==> src/rtl/mcvram_package.sv <==
// Shared types and default sizing for the mcvram framebuffer arbiter.
package mcvram_package;

  localparam int unsigned DEFAULT_ADDRESS_WIDTH    = 13;
  localparam int unsigned DEFAULT_DATA_WIDTH       = 8;
  localparam int unsigned DEFAULT_CPU_STARVE_LIMIT = 8;

  typedef enum logic [1:0] {
    GRANT_NONE      = 2'd0,
    GRANT_VIDEO     = 2'd1,
    GRANT_CPU_READ  = 2'd2,
    GRANT_CPU_WRITE = 2'd3
  } grant_t;

endpackage

==> src/rtl/mcvram_return_pipe.sv <==
// Carries read grant tags alongside the RAM latency and steers returning
// read data to the requester that issued the read.
module mcvram_return_pipe
  import mcvram_package::*;
#(
  parameter int unsigned DATA_WIDTH = DEFAULT_DATA_WIDTH
) (
  input  logic                  clock,
  input  logic                  reset,
  input  grant_t                issue_grant,
  input  logic [DATA_WIDTH-1:0] ram_read_data,
  output logic [DATA_WIDTH-1:0] video_data,
  output logic                  video_valid,
  output logic [DATA_WIDTH-1:0] cpu_read_data,
  output logic                  cpu_read_valid
);

  grant_t                stage1_d, stage1_q;
  grant_t                stage2_d, stage2_q;
  logic [DATA_WIDTH-1:0] video_data_d, video_data_q;
  logic                  video_valid_d, video_valid_q;
  logic [DATA_WIDTH-1:0] cpu_read_data_d, cpu_read_data_q;
  logic                  cpu_read_valid_d, cpu_read_valid_q;

  always_comb begin
    stage1_d         = GRANT_NONE;
    stage2_d         = stage1_q;
    video_data_d     = video_data_q;
    video_valid_d    = 1'b0;
    cpu_read_data_d  = cpu_read_data_q;
    cpu_read_valid_d = 1'b0;

    // Writes return nothing, so only read tags enter the pipe.
    if (issue_grant == GRANT_VIDEO || issue_grant == GRANT_CPU_READ) begin
      stage1_d = issue_grant;
    end

    if (stage2_q == GRANT_VIDEO) begin
      video_data_d  = ram_read_data;
      video_valid_d = 1'b1;
    end
    if (stage2_q == GRANT_CPU_READ) begin
      cpu_read_data_d  = ram_read_data;
      cpu_read_valid_d = 1'b1;
    end
  end

  always_ff @(posedge clock or posedge reset) begin
    if (reset) begin
      stage1_q         <= GRANT_NONE;
      stage2_q         <= GRANT_NONE;
      video_data_q     <= '0;
      video_valid_q    <= 1'b0;
      cpu_read_data_q  <= '0;
      cpu_read_valid_q <= 1'b0;
    end else begin
      stage1_q         <= stage1_d;
      stage2_q         <= stage2_d;
      video_data_q     <= video_data_d;
      video_valid_q    <= video_valid_d;
      cpu_read_data_q  <= cpu_read_data_d;
      cpu_read_valid_q <= cpu_read_valid_d;
    end
  end

  assign video_data     = video_data_q;
  assign video_valid    = video_valid_q;
  assign cpu_read_data  = cpu_read_data_q;
  assign cpu_read_valid = cpu_read_valid_q;

endmodule

==> src/rtl/mcvram_arbiter.sv <==
// Single-port framebuffer RAM arbiter: video fetch has priority, with a
// starvation counter that eventually forces a pending CPU access through.
module mcvram_arbiter
  import mcvram_package::*;
#(
  parameter int unsigned ADDRESS_WIDTH    = DEFAULT_ADDRESS_WIDTH,
  parameter int unsigned DATA_WIDTH       = DEFAULT_DATA_WIDTH,
  parameter int unsigned CPU_STARVE_LIMIT = DEFAULT_CPU_STARVE_LIMIT
) (
  input  logic                     clock,
  input  logic                     reset,
  input  logic                     video_request,
  input  logic [ADDRESS_WIDTH-1:0] video_address,
  output logic                     video_accept,
  output logic [DATA_WIDTH-1:0]    video_data,
  output logic                     video_valid,
  input  logic                     cpu_request,
  input  logic                     cpu_write,
  input  logic [ADDRESS_WIDTH-1:0] cpu_address,
  input  logic [DATA_WIDTH-1:0]    cpu_write_data,
  output logic                     cpu_accept,
  output logic [DATA_WIDTH-1:0]    cpu_read_data,
  output logic                     cpu_read_valid,
  output logic [ADDRESS_WIDTH-1:0] ram_address,
  output logic                     ram_write_enable,
  output logic [DATA_WIDTH-1:0]    ram_write_data,
  input  logic [DATA_WIDTH-1:0]    ram_read_data
);

  localparam int unsigned STARVE_WIDTH =
    (CPU_STARVE_LIMIT < 1) ? 1 : $clog2(CPU_STARVE_LIMIT + 1);
  localparam logic [STARVE_WIDTH-1:0] STARVE_MAX = STARVE_WIDTH'(CPU_STARVE_LIMIT);

  grant_t                   grant_c;
  logic                     cpu_starved_c;
  logic [STARVE_WIDTH-1:0]  starve_d, starve_q;
  logic [ADDRESS_WIDTH-1:0] ram_address_d, ram_address_q;
  logic                     ram_write_enable_d, ram_write_enable_q;
  logic [DATA_WIDTH-1:0]    ram_write_data_d, ram_write_data_q;

  // Accepts are held low during reset so the outputs are quiet while it is asserted.
  always_comb begin
    grant_c       = GRANT_NONE;
    cpu_starved_c = (CPU_STARVE_LIMIT != 0) && (starve_q == STARVE_MAX);
    if (!reset) begin
      if (cpu_request && (!video_request || cpu_starved_c)) begin
        grant_c = cpu_write ? GRANT_CPU_WRITE : GRANT_CPU_READ;
      end else if (video_request) begin
        grant_c = GRANT_VIDEO;
      end
    end
  end

  assign video_accept = (grant_c == GRANT_VIDEO);
  assign cpu_accept   = (grant_c == GRANT_CPU_READ) || (grant_c == GRANT_CPU_WRITE);

  always_comb begin
    ram_address_d      = ram_address_q;
    ram_write_enable_d = 1'b0;
    ram_write_data_d   = ram_write_data_q;
    starve_d           = '0;

    case (grant_c)
      GRANT_VIDEO:    ram_address_d = video_address;
      GRANT_CPU_READ: ram_address_d = cpu_address;
      GRANT_CPU_WRITE: begin
        ram_address_d      = cpu_address;
        ram_write_data_d   = cpu_write_data;
        ram_write_enable_d = 1'b1;
      end
      default: ;
    endcase

    // Count cycles a waiting CPU loses, saturating at the limit.
    if (cpu_request && !cpu_accept) begin
      starve_d = (starve_q == STARVE_MAX) ? starve_q : starve_q + STARVE_WIDTH'(1);
    end
  end

  always_ff @(posedge clock or posedge reset) begin
    if (reset) begin
      starve_q           <= '0;
      ram_address_q      <= '0;
      ram_write_enable_q <= 1'b0;
      ram_write_data_q   <= '0;
    end else begin
      starve_q           <= starve_d;
      ram_address_q      <= ram_address_d;
      ram_write_enable_q <= ram_write_enable_d;
      ram_write_data_q   <= ram_write_data_d;
    end
  end

  assign ram_address      = ram_address_q;
  assign ram_write_enable = ram_write_enable_q;
  assign ram_write_data   = ram_write_data_q;

  mcvram_return_pipe #(
    .DATA_WIDTH (DATA_WIDTH)
  ) u_return_pipe (
    .clock          (clock),
    .reset          (reset),
    .issue_grant    (grant_c),
    .ram_read_data  (ram_read_data),
    .video_data     (video_data),
    .video_valid    (video_valid),
    .cpu_read_data  (cpu_read_data),
    .cpu_read_valid (cpu_read_valid)
  );

endmodule
==> config.mk <==
export PLATFORM = sky130hd
export DESIGN_NAME = mcvram_arbiter
export DESIGN_NICKNAME = d
export VERILOG_FILES = /design/src/rtl/mcvram_package.sv /design/src/rtl/mcvram_return_pipe.sv /design/src/rtl/mcvram_arbiter.sv
export SDC_FILE = /design/constraint.sdc
export NUM_CORES = 1
export LEC_CHECK = 0
export CAP_MARGIN = 10
export CORE_MARGIN = 4
export CORE_UTILIZATION = 44
export DETAILED_ROUTE_END_ITERATION = 16
export HOLD_SLACK_MARGIN = 0.02
export PLACE_DENSITY = 0.94
export SYNTH_ARGS = -nofsm -noshare
export SYNTH_HDL_FRONTEND = slang
export SYNTH_SLANG_ARGS = --single-unit
==> constraint.sdc <==
create_clock -name clock -period 3.3 [get_ports clock]
set_input_delay 0.33 -clock clock [delete_from_list [all_inputs] [get_ports clock]]
set_output_delay 0.33 -clock clock [all_outputs]
set_load 0.02 [all_outputs]
After elaboration in Yosys (flattened, before gate mapping). Index checks and enable logic that the tools add are counted.

Eq/ne operators: 7. Reduce and logical (&&, ||, !) cells: 9. Add/subtract/negate cells: 1. Multiplexer cells: 11.

Operator list (count): one-hot mux 13 bit (2 select lines) (1); 2-to-1 mux 4 bit (2); == test 2 bit (second input constant) (3); 2-to-1 mux 2 bit (3); 2-to-1 mux 1 bit (5); adder 4 x 1 -> 4 bit (second input constant) (1); == test 2 x 1 -> 1 bit (second input constant) (2); == test 4 bit (second input constant) (1); logical OR 1 bit (3); logical AND 1 bit (2); zero test 1 bit (2); != test 2 bit (second input constant) (1); nonzero test 2 bit (1); OR reduction 2 bit (1).

Register bits: 48. Bits of input ports: 47. Output and inout port bits: 42.

Longest topological paths before layout. Gate-level depths: netlist of the first run.

Depth after elaboration: 10. Mapped depth: 6.

Modules after synthesis. A second synthesis of the first run with hierarchy kept.

Cell total of the unflattened synthesis: 142. Area, all modules: 2063.2 um^2.

By module, submodules not included: mcvram_arbiter (times used 1, seq. area each 650.6 um^2, area each 1213.7 um^2, cells an instance 95); mcvram_return_pipe (times used 1, seq. area each 550.5 um^2, area each 849.6 um^2, cells an instance 47).

Worst setup path after synthesis of the first run. No wires, ideal clock.

Path type: input to output. Start: input reset. End: output video_accept. Stages on the path: 4. Path buffers: 1. Data arrival time: 2.068 ns. Setup slack: 0.902 ns. Cell sequence: inv_1 -> o211ai_2 -> buf_2 -> inv_1.

Longest elaborated chain between the ends: 2.

Ends and longest elaborated chain: start, declared (line mcvram_arbiter.sv:11) `input logic reset,`; 2-to-1 mux 2 bit (line mcvram_arbiter.sv:45) `if (!reset) begin`; == test 2 x 1 -> 1 bit (line mcvram_arbiter.sv:54) `assign video_accept = (grant_c == GRANT_VIDEO);`; end, declared (line mcvram_arbiter.sv:14) `output logic video_accept,`.

Every way passes these cells.

Final worst setup path of the first run.
Start: register starve_q[0]. End: output cpu_accept.

Longest elaborated chain between the ends: 7. Elaborated cells on any way between the ends: 8. Classes of those cells: 3 x eq/ne; 2 x mux; 3 x reduce/logical.

Ends and longest elaborated chain: start, declared (line mcvram_arbiter.sv:36) `logic [STARVE_WIDTH-1:0] starve_d, starve_q;`; start signal, assigned (line mcvram_arbiter.sv:87) `starve_q <= starve_d;`; == test 4 bit * (line mcvram_arbiter.sv:44) `cpu_starved_c = (CPU_STARVE_LIMIT != 0) && (starve_q == STARVE_MAX);`; logical OR 1 bit * (line mcvram_arbiter.sv:46) `if (cpu_request && (!video_request || cpu_starved_c)) begin`; logical AND 1 bit * (line mcvram_arbiter.sv:46); 2-to-1 mux 2 bit * (line mcvram_arbiter.sv:46); 2-to-1 mux 2 bit * (line mcvram_arbiter.sv:45); == test 2 bit (line mcvram_arbiter.sv:55) `assign cpu_accept = (grant_c == GRANT_CPU_READ) || (grant_c == GRANT_CPU_WRITE);`; logical OR 1 bit * (line mcvram_arbiter.sv:55); end, declared (line mcvram_arbiter.sv:21) `output logic cpu_accept,`.

Mark *: on every way between the ends. The rest lies on a longest branch, timed or not.

==> results of run 1 <==
-- synthesized netlist by cell type --
master     number  share of area [%]
dfrtp_1        48                 61
mux2_2         23                 13
nand2b_1       14                4.5
o221a_2        13                7.5
inv_1           9                1.7
buf_2           2               0.51
clkbuf_1        2               0.38
ha_1            2                1.3
nand3_1         2               0.51
nor3_1          2               0.51
a21oi_1         1               0.26
and2b_1         1               0.38
and3b_1         1               0.45
buf_4           1               0.38
mux2_1          1               0.57
nand3b_4        1                1.0
nor2_1          1               0.19
nor2b_1         1               0.32
o2111ai_1       1               0.45
o211ai_2        1               0.64
o211ai_4        1                1.1
o21ai_0         1               0.26
o21ai_2         1               0.45
o21bai_1        1               0.38
o32ai_1         1               0.45
o41ai_1         1               0.45
xnor2_1         1               0.45
xor2_1          1               0.45
-- logic make-up after synthesis --
kind of cell / Yosys count
buffers and inverters: 14
xor gates and xnor gates: 2
AOI/OAI and AO/OA: 22
and+or+nand+nor: 23
DFF: 48
muxes: 24
adders and majority gates: 2
-- routing by layer --
| layer | global-route usage, % | wire (um) | part of all wire, % |
|---|---|---|---|
| met3 | 4.54 | 396 | 8.7 |
| met1 | 19.9 | 1790 | 40 |
| met5 | 0 | 0 | 0 |
| met2 | 29.0 | 2290 | 51 |
| met4 | 6.52 | 50 | 1.1 |
-- critical path: cells and delay by family, from the launching register on --
kind / cells / cell delay [ns]
fa+ha+maj: 1 / 0.23
buf+inv: 3 / 0.71
simple gates: 1 / 0.22
flops: 1 / 0.42
compound gates: 1 / 0.53
-- where the power goes --
| part | total (mW) | leakage, nW | internal, mW | switching, mW |
|---|---|---|---|---|
| logic | 0.488 | 0.651 | 0.272 | 0.215 |
| clock network | 0.481 | 0.0642 | 0.298 | 0.183 |
| registers | 0.718 | 0.577 | 0.675 | 0.0424 |
| total | 1.69 | 1.29 | 1.25 | 0.441 |
-- registers in the layout, indices dropped and copies added (netlist names) --
register,count
ram_address,13
ram_write_enable,1
u_return_pipe.stage1_q,2
ram_write_data,8
starve_q,4
u_return_pipe.video_valid,1
u_return_pipe.stage2_q,2
u_return_pipe.cpu_read_data,8
u_return_pipe.cpu_read_valid,1
u_return_pipe.video_data,8
-- final timing paths --
kind                                                 from  slack [ns]  cells after the start                         to
max in group asynchronous                           reset        2.21                      3          ram_write_data[7]
worst max-delay path                          starve_q[0]        0.56                      6                 cpu_accept
worst min-delay path            u_return_pipe.stage1_q[0]        0.36                      0  u_return_pipe.stage2_q[0]
min in group asynchronous                           reset        0.69                      3                starve_q[0]
worst max register to register                starve_q[0]        1.48                      5             ram_address[2]
worst min register to register  u_return_pipe.stage1_q[0]        0.36                      0  u_return_pipe.stage2_q[0]
-- through the flow --
stage / std cells / power (mW)
3_5_place_dp: 272 / 1.22
4_1_cts: 279 / 1.71
5_1_grt: 279 / 1.76
6_report: 279 / 1.69
3_3_place_gp: 272 / 1.21
2_1_floorplan: 135 / 0.957
-- final cells by class --
cell class              count  area [um2]
well taps                  52        65.1
inverters                   9        33.8
clock inverters             2        60.1
multi-input cells          73         699
repair buffers             90         896
flip-flops and latches     48        1200
clock buffers               5        68.8
fillers                   335        1300
==> reports/metrics.cfg, run 1 <==
[critical_path]
path_cells=inv_1 -> ha_1 -> and3b_1 -> o21ai_2 -> inv_1 -> clkdlybuf4s50_1
endpoint_kind=output port
crit_path_frequent_cell=inv_1
crit_slowest_cell=clkdlybuf4s50_1
start_kind=flop
crit_type=reg -> out
cp_slowest_stage_delay_ns=0.56
arrival_ns=2.41
required_ns=2.97
cp_max_fo=15

[grt]
antenna_found_initial=0
grtUsageTotal_pct=16.8
grt-ovfl-total=0
grt_start_max_net_pins=50
grt_pass1_wl_um=7010
grt_pass1_vias=1459

[synthesis]
synthesis.nets=184
synth_seq_area_share_pct=61.3
synth_top_family_by_area=multiplexers
postSynthAreaPerCell_um2=14.5
netlist-cell-type-count=28
synth_area_um2=1960
synthMuxAreaShare_pct=13.8
synth-compound-area-share_pct=11.9
synth-xor-area-share_pct=0.894
synthAdderAreaFrac_pct=1.28
synthSimpleGateAreaFrac_pct=7.85
ys_ff_latch=48
yosys_warnings=0
netlist_instances=135

[die]
pin_count=89
dieWidth_um=74.7
die_area_um2=5580
core_um2=4320
die_h_um=74.7
start_util_pct=45.3
num_rows=24

[clock_network]
post_cts_buffers=0
holdBufCountCts=0
post_cts_resized=0
cts.path.max_buffers=2
clk_latency_ns=0.29
cts_tree=done
cts_max_level=2
clock-sinks=48
cts_buffers=5
path_clk_slew_ns=0.08
cts_root_buf=clkbuf_8

[placement]
gp_congestion=0.767
io_buffers=88
dpl.hpwl_um=3380
place_ws_ns=0.717
place_area_um2=2900

[timing]
tightest_slew_ns=1.10
skew_ns=0.00389
fmax_mhz=366
fin_crit_sh_pct=82.9
slew_viol_final=0
setup_viol=0
finalSetupTns_ns=0
layout_setup_ws_ns=0.565
final-hold-violation-count=0
hold_slack_ns=0.355
rsz0062_at_grt=no
period_minus_slack_ns=2.74
relSlewSlack_pct=26.8

[cells_and_area]
mostFrequentLayoutCells=clkdlybuf4s50_1 (88), dfrtp_1 (48), mux2_2 (23)
antenna_cells=0
final_common_cell=clkdlybuf4s50_1
nets=276
syn_to_final_growth_pct=54.3
final_cell_area_um2=3020
drive_gt1_share_pct=22.0
fin_util_pct=69.9

[routing]
via_count=1431
dr.pass1.iters=4
wl_per_cell_um=16.2
detail-route-antenna-nets=0
drc=0
viasPerCell=5.13
routed_wl_um=4530
drt_iter0_drc=82

[run]
maxCapViolations=0

[pwr]
leakagePower_nw=1.29
power.density_nw_per_um2=558
vdd_drop_max_mv=0.274

[status]
status=finished clean

[worst_hold_path]
worstHoldPathType=reg -> reg

Note: power is estimated with default switching activity, not from simulation.
==> run 2: changes to the inputs <==
--- a/config.mk
+++ b/config.mk
@@ -7,10 +7,10 @@
 export LEC_CHECK = 0
 export CAP_MARGIN = 10
 export CORE_MARGIN = 4
-export CORE_UTILIZATION = 44
+export CORE_UTILIZATION = 41
 export DETAILED_ROUTE_END_ITERATION = 16
 export HOLD_SLACK_MARGIN = 0.02
-export PLACE_DENSITY = 0.94
+export PLACE_DENSITY = 0.89
 export SYNTH_ARGS = -nofsm -noshare
 export SYNTH_HDL_FRONTEND = slang
 export SYNTH_SLANG_ARGS = --single-unit
==> constraint.sdc (replaced) <==
create_clock -name clock -period 2.7 [get_ports clock]
set_input_delay 0.27 -clock clock [delete_from_list [all_inputs] [get_ports clock]]
set_output_delay 0.27 -clock clock [all_outputs]
set_load 0.02 [all_outputs]
==> reports/metrics.cfg, run 2 (same netlist as run 1, synthesis figures left out) <==
[placement]
io_buffers=88  ; unchanged
dpl.hpwl_um=3200  ; -5.2%
gp_congestion=0.801  ; +4.4%
place_ws_ns=0.599  ; -0.118 ns

[clock_network]
cts_root_buf=clkbuf_8
clock-sinks=48  ; unchanged
post_cts_buffers=0  ; unchanged
cts_max_level=2  ; unchanged
cts.path.max_buffers=2  ; unchanged
post_cts_resized=0  ; unchanged
path_clk_slew_ns=0.09  ; about the same
clk_latency_ns=0.29  ; about the same
cts_tree=done
holdBufCountCts=0  ; unchanged
cts_buffers=5  ; unchanged

[timing]
finalSetupTns_ns=0  ; unchanged
slew_viol_final=0  ; unchanged
period_minus_slack_ns=2.28
setup_viol=0  ; unchanged
relSlewSlack_pct=37.6  ; +11 points
fmax_mhz=439
skew_ns=0.00518  ; +0.00130 ns
tightest_slew_ns=0.935  ; -0.162 ns
rsz0062_at_grt=no
layout_setup_ws_ns=0.421  ; -0.144 ns
final-hold-violation-count=0  ; unchanged
fin_crit_sh_pct=84.4

[critical_path]
reg2reg_depth=5  ; unchanged
crit_slowest_cell=clkdlybuf4s50_1
cp_slowest_stage_delay_ns=0.59  ; +0.03 ns
path_cells=inv_1 -> ha_1 -> and3b_1 -> o21ai_2 -> inv_1 -> clkdlybuf4s50_1
cp-startpoint=starve_q[0]
cp_num_buf_inv=3  ; unchanged
crit_family=buffers and inverters
crit_type=reg -> out
rrSetupSlack_ns=0.92  ; -0.56 ns
worstSetupEndpoint=cpu_accept
start_kind=flop
critical_path_cell_count=6  ; unchanged
arrival_ns=2.01  ; -0.40 ns
rr_endpoint=ram_write_data[4]
crit_path_frequent_cell=inv_1
timing.rr.start=starve_q[0]
cp_max_fo=5  ; -10
required_ns=2.43  ; -0.54 ns
endpoint_kind=output port

[cells_and_area]
nets=277  ; +0.36%
antenna_cells=0  ; unchanged
mostFrequentLayoutCells=clkdlybuf4s50_1 (88), dfrtp_1 (48), mux2_2 (23)
drive_gt1_share_pct=22.7  ; +0.68 points
final_common_cell=clkdlybuf4s50_1
largest_reg_flops=13  ; unchanged
syn_to_final_growth_pct=56.3

[die]
start_util_pct=43.8  ; -1.5 points
die_area_um2=5950  ; +6.5%
pin_count=89  ; unchanged
dieWidth_um=77.1  ; +3.2%
core_um2=4470  ; +3.5%
num_rows=24  ; unchanged
die_h_um=77.1  ; +3.2%

[run]
maxCapViolations=0  ; unchanged

[routing]
via_count=1376  ; -3.8%
routed_wl_um=4250  ; -6.3%
viasPerCell=4.90  ; -4.5%
wl_per_cell_um=15.1  ; -6.9%
drt_iter0_drc=48  ; -41%
detail-route-antenna-nets=0  ; unchanged
dr.pass1.iters=4  ; unchanged
drc=0  ; unchanged

[grt]
grtUsageTotal_pct=14.7  ; -2.0 points
grt-ovfl-total=0  ; unchanged
grt_pass1_wl_um=6980  ; -0.50%
grt_pass1_vias=1448  ; -0.75%
grt_start_max_net_pins=50  ; unchanged
antenna_found_initial=0  ; unchanged

[worst_hold_path]
worstHoldPathType=reg -> reg

[pwr]
power_mw=2.16  ; +28%
leakagePower_nw=1.31  ; +1.4%
power.density_nw_per_um2=707  ; +27%
vdd_drop_max_mv=0.289  ; +5.3%

[status]
status=finished clean

## run 2: per-layer routing
layer / vias to the layer above / wire length [um] / part of all wire (%) / global-route usage (%)
met2: 57 / 1990 / 47 / 23.3
met4: 0 / 46 / 1.1 / 4.27
met3: 7 / 356 / 8.4 / 6.21
met1: 640 / 1850 / 44 / 18.4
met5: - / 0 / 0 / 0
li1: 672 / - / - / -
## run 2: worst min path at each step
stage / start / endpoint / cells past startpoint
2_1_floorplan: u_return_pipe.stage1_q[0] / u_return_pipe.stage2_q[0] / 0
3_3_place_gp: u_return_pipe.stage1_q[1] / u_return_pipe.stage2_q[1] / 0
3_5_place_dp: u_return_pipe.stage1_q[1] / u_return_pipe.stage2_q[1] / 0
4_1_cts: u_return_pipe.stage1_q[1] / u_return_pipe.stage2_q[1] / 0
5_1_grt: u_return_pipe.stage1_q[1] / u_return_pipe.stage2_q[1] / 0
6_report: u_return_pipe.stage1_q[1] / u_return_pipe.stage2_q[1] / 0
## run 2: worst register-to-register path: cells and delay by family (launching register included)
kind            cells  cell delay [ns]
fa+ha+maj           1             0.23
flops               1             0.42
simple gates        1             0.23
mux                 1             0.39
compound gates      1             0.33
buf+inv             1             0.06
## run 2: stage by stage
| step | cell area, um2 | util (%) | hold WS (ns) | instances |
|---|---|---|---|---|
| global route | 3060 | 68.4 | 0.372 | 281 |
| CTS | 3060 | 68.4 | 0.364 | 281 |
| global placement | 2900 | 64.9 | 0.333 | 273 |
| floorplan | 1960 | - | 0.331 | 135 |
| detailed placement | 2900 | 64.9 | 0.337 | 273 |
| finish | 3060 | 68.4 | 0.357 | 281 |
## run 2: where the power goes
| part | switching, mW | internal, mW | leakage [nW] | total (mW) |
|---|---|---|---|---|
| Sequential | 0.0543 | 0.825 | 0.577 | 0.880 |
| Combinational | 0.258 | 0.333 | 0.655 | 0.591 |
| Clock | 0.230 | 0.463 | 0.0784 | 0.693 |
## run 2: final cells by class
type,instances,area (um2)
multi-input cells,73,699
clock buffers,5,68.8
inverters,9,33.8
well taps,52,65.1
clock inverters,3,90.1
fillers,338,1410
flip-flops and latches,48,1200
repair buffers,91,903
==> run 3: changes to the inputs <==
==> constraint.sdc (replaced) <==
create_clock -name clock -period 2.3 [get_ports clock]
set_input_delay 0.23 -clock clock [delete_from_list [all_inputs] [get_ports clock]]
set_output_delay 0.23 -clock clock [all_outputs]
set_load 0.02 [all_outputs]
==> reports/metrics.cfg, run 3 (same netlist as run 1, synthesis figures left out) <==
[grt]
grt_pass1_wl_um=7520  ; +7.8%
antenna_found_initial=0  ; unchanged
grt_pass1_vias=1519  ; +4.9%
grt_start_max_net_pins=50  ; unchanged
grtUsageTotal_pct=15.9  ; +1.1 points
grt-ovfl-total=0  ; unchanged

[timing]
rsz0062_at_grt=no
fin_crit_sh_pct=94.7
tightest_slew_ns=0.971  ; +0.0363 ns
skew_ns=0.00142  ; -0.00377 ns
relSlewSlack_pct=35.1  ; -2.4 points
final-hold-violation-count=0  ; unchanged
slew_viol_final=0  ; unchanged
layout_setup_ws_ns=0.122  ; -0.299 ns
period_minus_slack_ns=2.18
fmax_mhz=459
finalSetupTns_ns=0  ; unchanged
setup_viol=0  ; unchanged
hold_slack_ns=0.357  ; +0.000163 ns

[placement]
gp_congestion=0.765  ; -4.6%
dp.cells=274  ; +0.37%
place_area_um2=2910  ; +0.26%
dpl.hpwl_um=3360  ; +5.1%
io_buffers=88  ; unchanged
place_ws_ns=0.274  ; -0.325 ns

[cells_and_area]
final_common_cell=clkdlybuf4s50_1
fin_util_pct=68.7  ; +0.28 points
nets=278  ; +0.36%
mostFrequentLayoutCells=clkdlybuf4s50_1 (87), dfrtp_1 (47), mux2_2 (23)
fillers=349  ; +3.3%
largest_reg_flops=13  ; unchanged
drive_gt1_share_pct=23.9  ; +1.2 points
syn_to_final_growth_pct=56.9
fin_cells=282  ; +0.36%
antenna_cells=0  ; unchanged
final_cell_area_um2=3070  ; +0.41%

[routing]
drt_iter0_drc=65  ; +35%
routed_wl_um=4570  ; +7.6%
wl_met2_um=2230  ; +12%
met3_length_um=364  ; +2.2%
dr.pass1.iters=4  ; unchanged
drc=0  ; unchanged
detail-route-antenna-nets=0  ; unchanged
wl_met1_um=1900  ; +2.4%
top_layer=met4
viasPerCell=5.02  ; +2.6%
via_count=1417  ; +3.0%
wl_per_cell_um=16.2  ; +7.2%

[clock_network]
cts_tree=done
cts_root_buf=clkbuf_8
clk_latency_ns=0.29  ; about the same
cts_max_level=2  ; unchanged
post_cts_buffers=0  ; unchanged
cts_buffers=5  ; unchanged
cts.path.max_buffers=2  ; unchanged
holdBufCountCts=0  ; unchanged
clock-sinks=48  ; unchanged
path_clk_slew_ns=0.09  ; about the same

[critical_path]
crit_slowest_cell=clkdlybuf4s50_1
cp_slowest_stage_delay_ns=0.55  ; -0.04 ns
start_kind=flop
crit_type=reg -> out
reg2reg_depth=5  ; unchanged
endpoint_kind=output port
path_cells=inv_1 -> ha_1 -> nand3b_4 -> o211ai_2 -> inv_1 -> clkdlybuf4s50_1
cp_max_fo=6  ; +1
required_ns=2.07  ; -0.36 ns
crit_path_frequent_cell=inv_1
arrival_ns=1.95  ; -0.06 ns

[die]
dieWidth_um=77.1  ; unchanged
die_area_um2=5950  ; unchanged
pin_count=89  ; unchanged
die_h_um=77.1  ; unchanged
num_rows=24  ; unchanged
start_util_pct=43.8  ; unchanged
core_um2=4470  ; unchanged

[status]
status=finished clean

[worst_hold_path]
worstHoldPathCells=0  ; unchanged
worstHoldPathType=reg -> reg

[run]
maxCapViolations=0  ; unchanged

[pwr]
vdd_drop_max_mv=0.390  ; +35%
leakagePower_nw=1.33  ; +1.5%
power.density_nw_per_um2=830  ; +17%
power_mw=2.55  ; +18%

## run 3: cell types whose count changed in the layout (fill, tap and decap cells not counted), sizes merged
cell	change
buf	+1
clkdlybuf4s50	-1
dlymetal6s2s	+1
## run 3: worst max-delay path, delay by kind of cell (launching register included)
family | cells | cell delay (ns)
buffers and inverters | 3 | 0.70
adders and majority gates | 1 | 0.20
and+or+nand+nor | 1 | 0.12
DFF | 1 | 0.45
AOI/OAI and AO/OA | 1 | 0.18
## run 3: path summary, 6_finish.rpt
| kind | slack [ns] | to | startpoint |
|---|---|---|---|
| setup / recovery | 0.12 | video_accept | starve_q[0] |
| hold / removal | 0.36 | u_return_pipe.stage2_q[0] | u_return_pipe.stage1_q[0] |
| setup reg to reg | 0.51 | ram_write_data[3] | starve_q[0] |
| hold reg to reg | 0.36 | u_return_pipe.stage2_q[0] | u_return_pipe.stage1_q[0] |
| max in group asynchronous | 1.28 | starve_q[0] | reset |
| min in group asynchronous | 0.59 | ram_address[10] | reset |
## run 3: cell type report
class / instances / area (um2) / share of cell area, %
flip-flops and latches: 48 / 1200 / 39.1
well taps: 52 / 65.1 / 2.12
multi-input cells: 73 / 701 / 22.8
clock inverters: 3 / 90.1 / 2.93
clock buffers: 5 / 68.8 / 2.24
inverters: 9 / 33.8 / 1.10
repair buffers: 92 / 913 / 29.7
## run 3: where the power goes
part / switching, mW / total [mW] / internal, mW
logic: 0.306 / 0.698 / 0.392
registers: 0.0654 / 1.03 / 0.969
clock network: 0.276 / 0.819 / 0.543
## run 3: routing by layer
metal | track usage (%) | vias up
met5 | 0 | -
met4 | 4.45 | 0
met3 | 6.44 | 8
met2 | 25.6 | 57
met1 | 19.5 | 678
li1 | - | 674
## run 3: timing repair
action,in CTS,in global routing
resized for setup,0,3
endpoints found under the hold margin,0,0
endpoints found under the setup margin,0,1
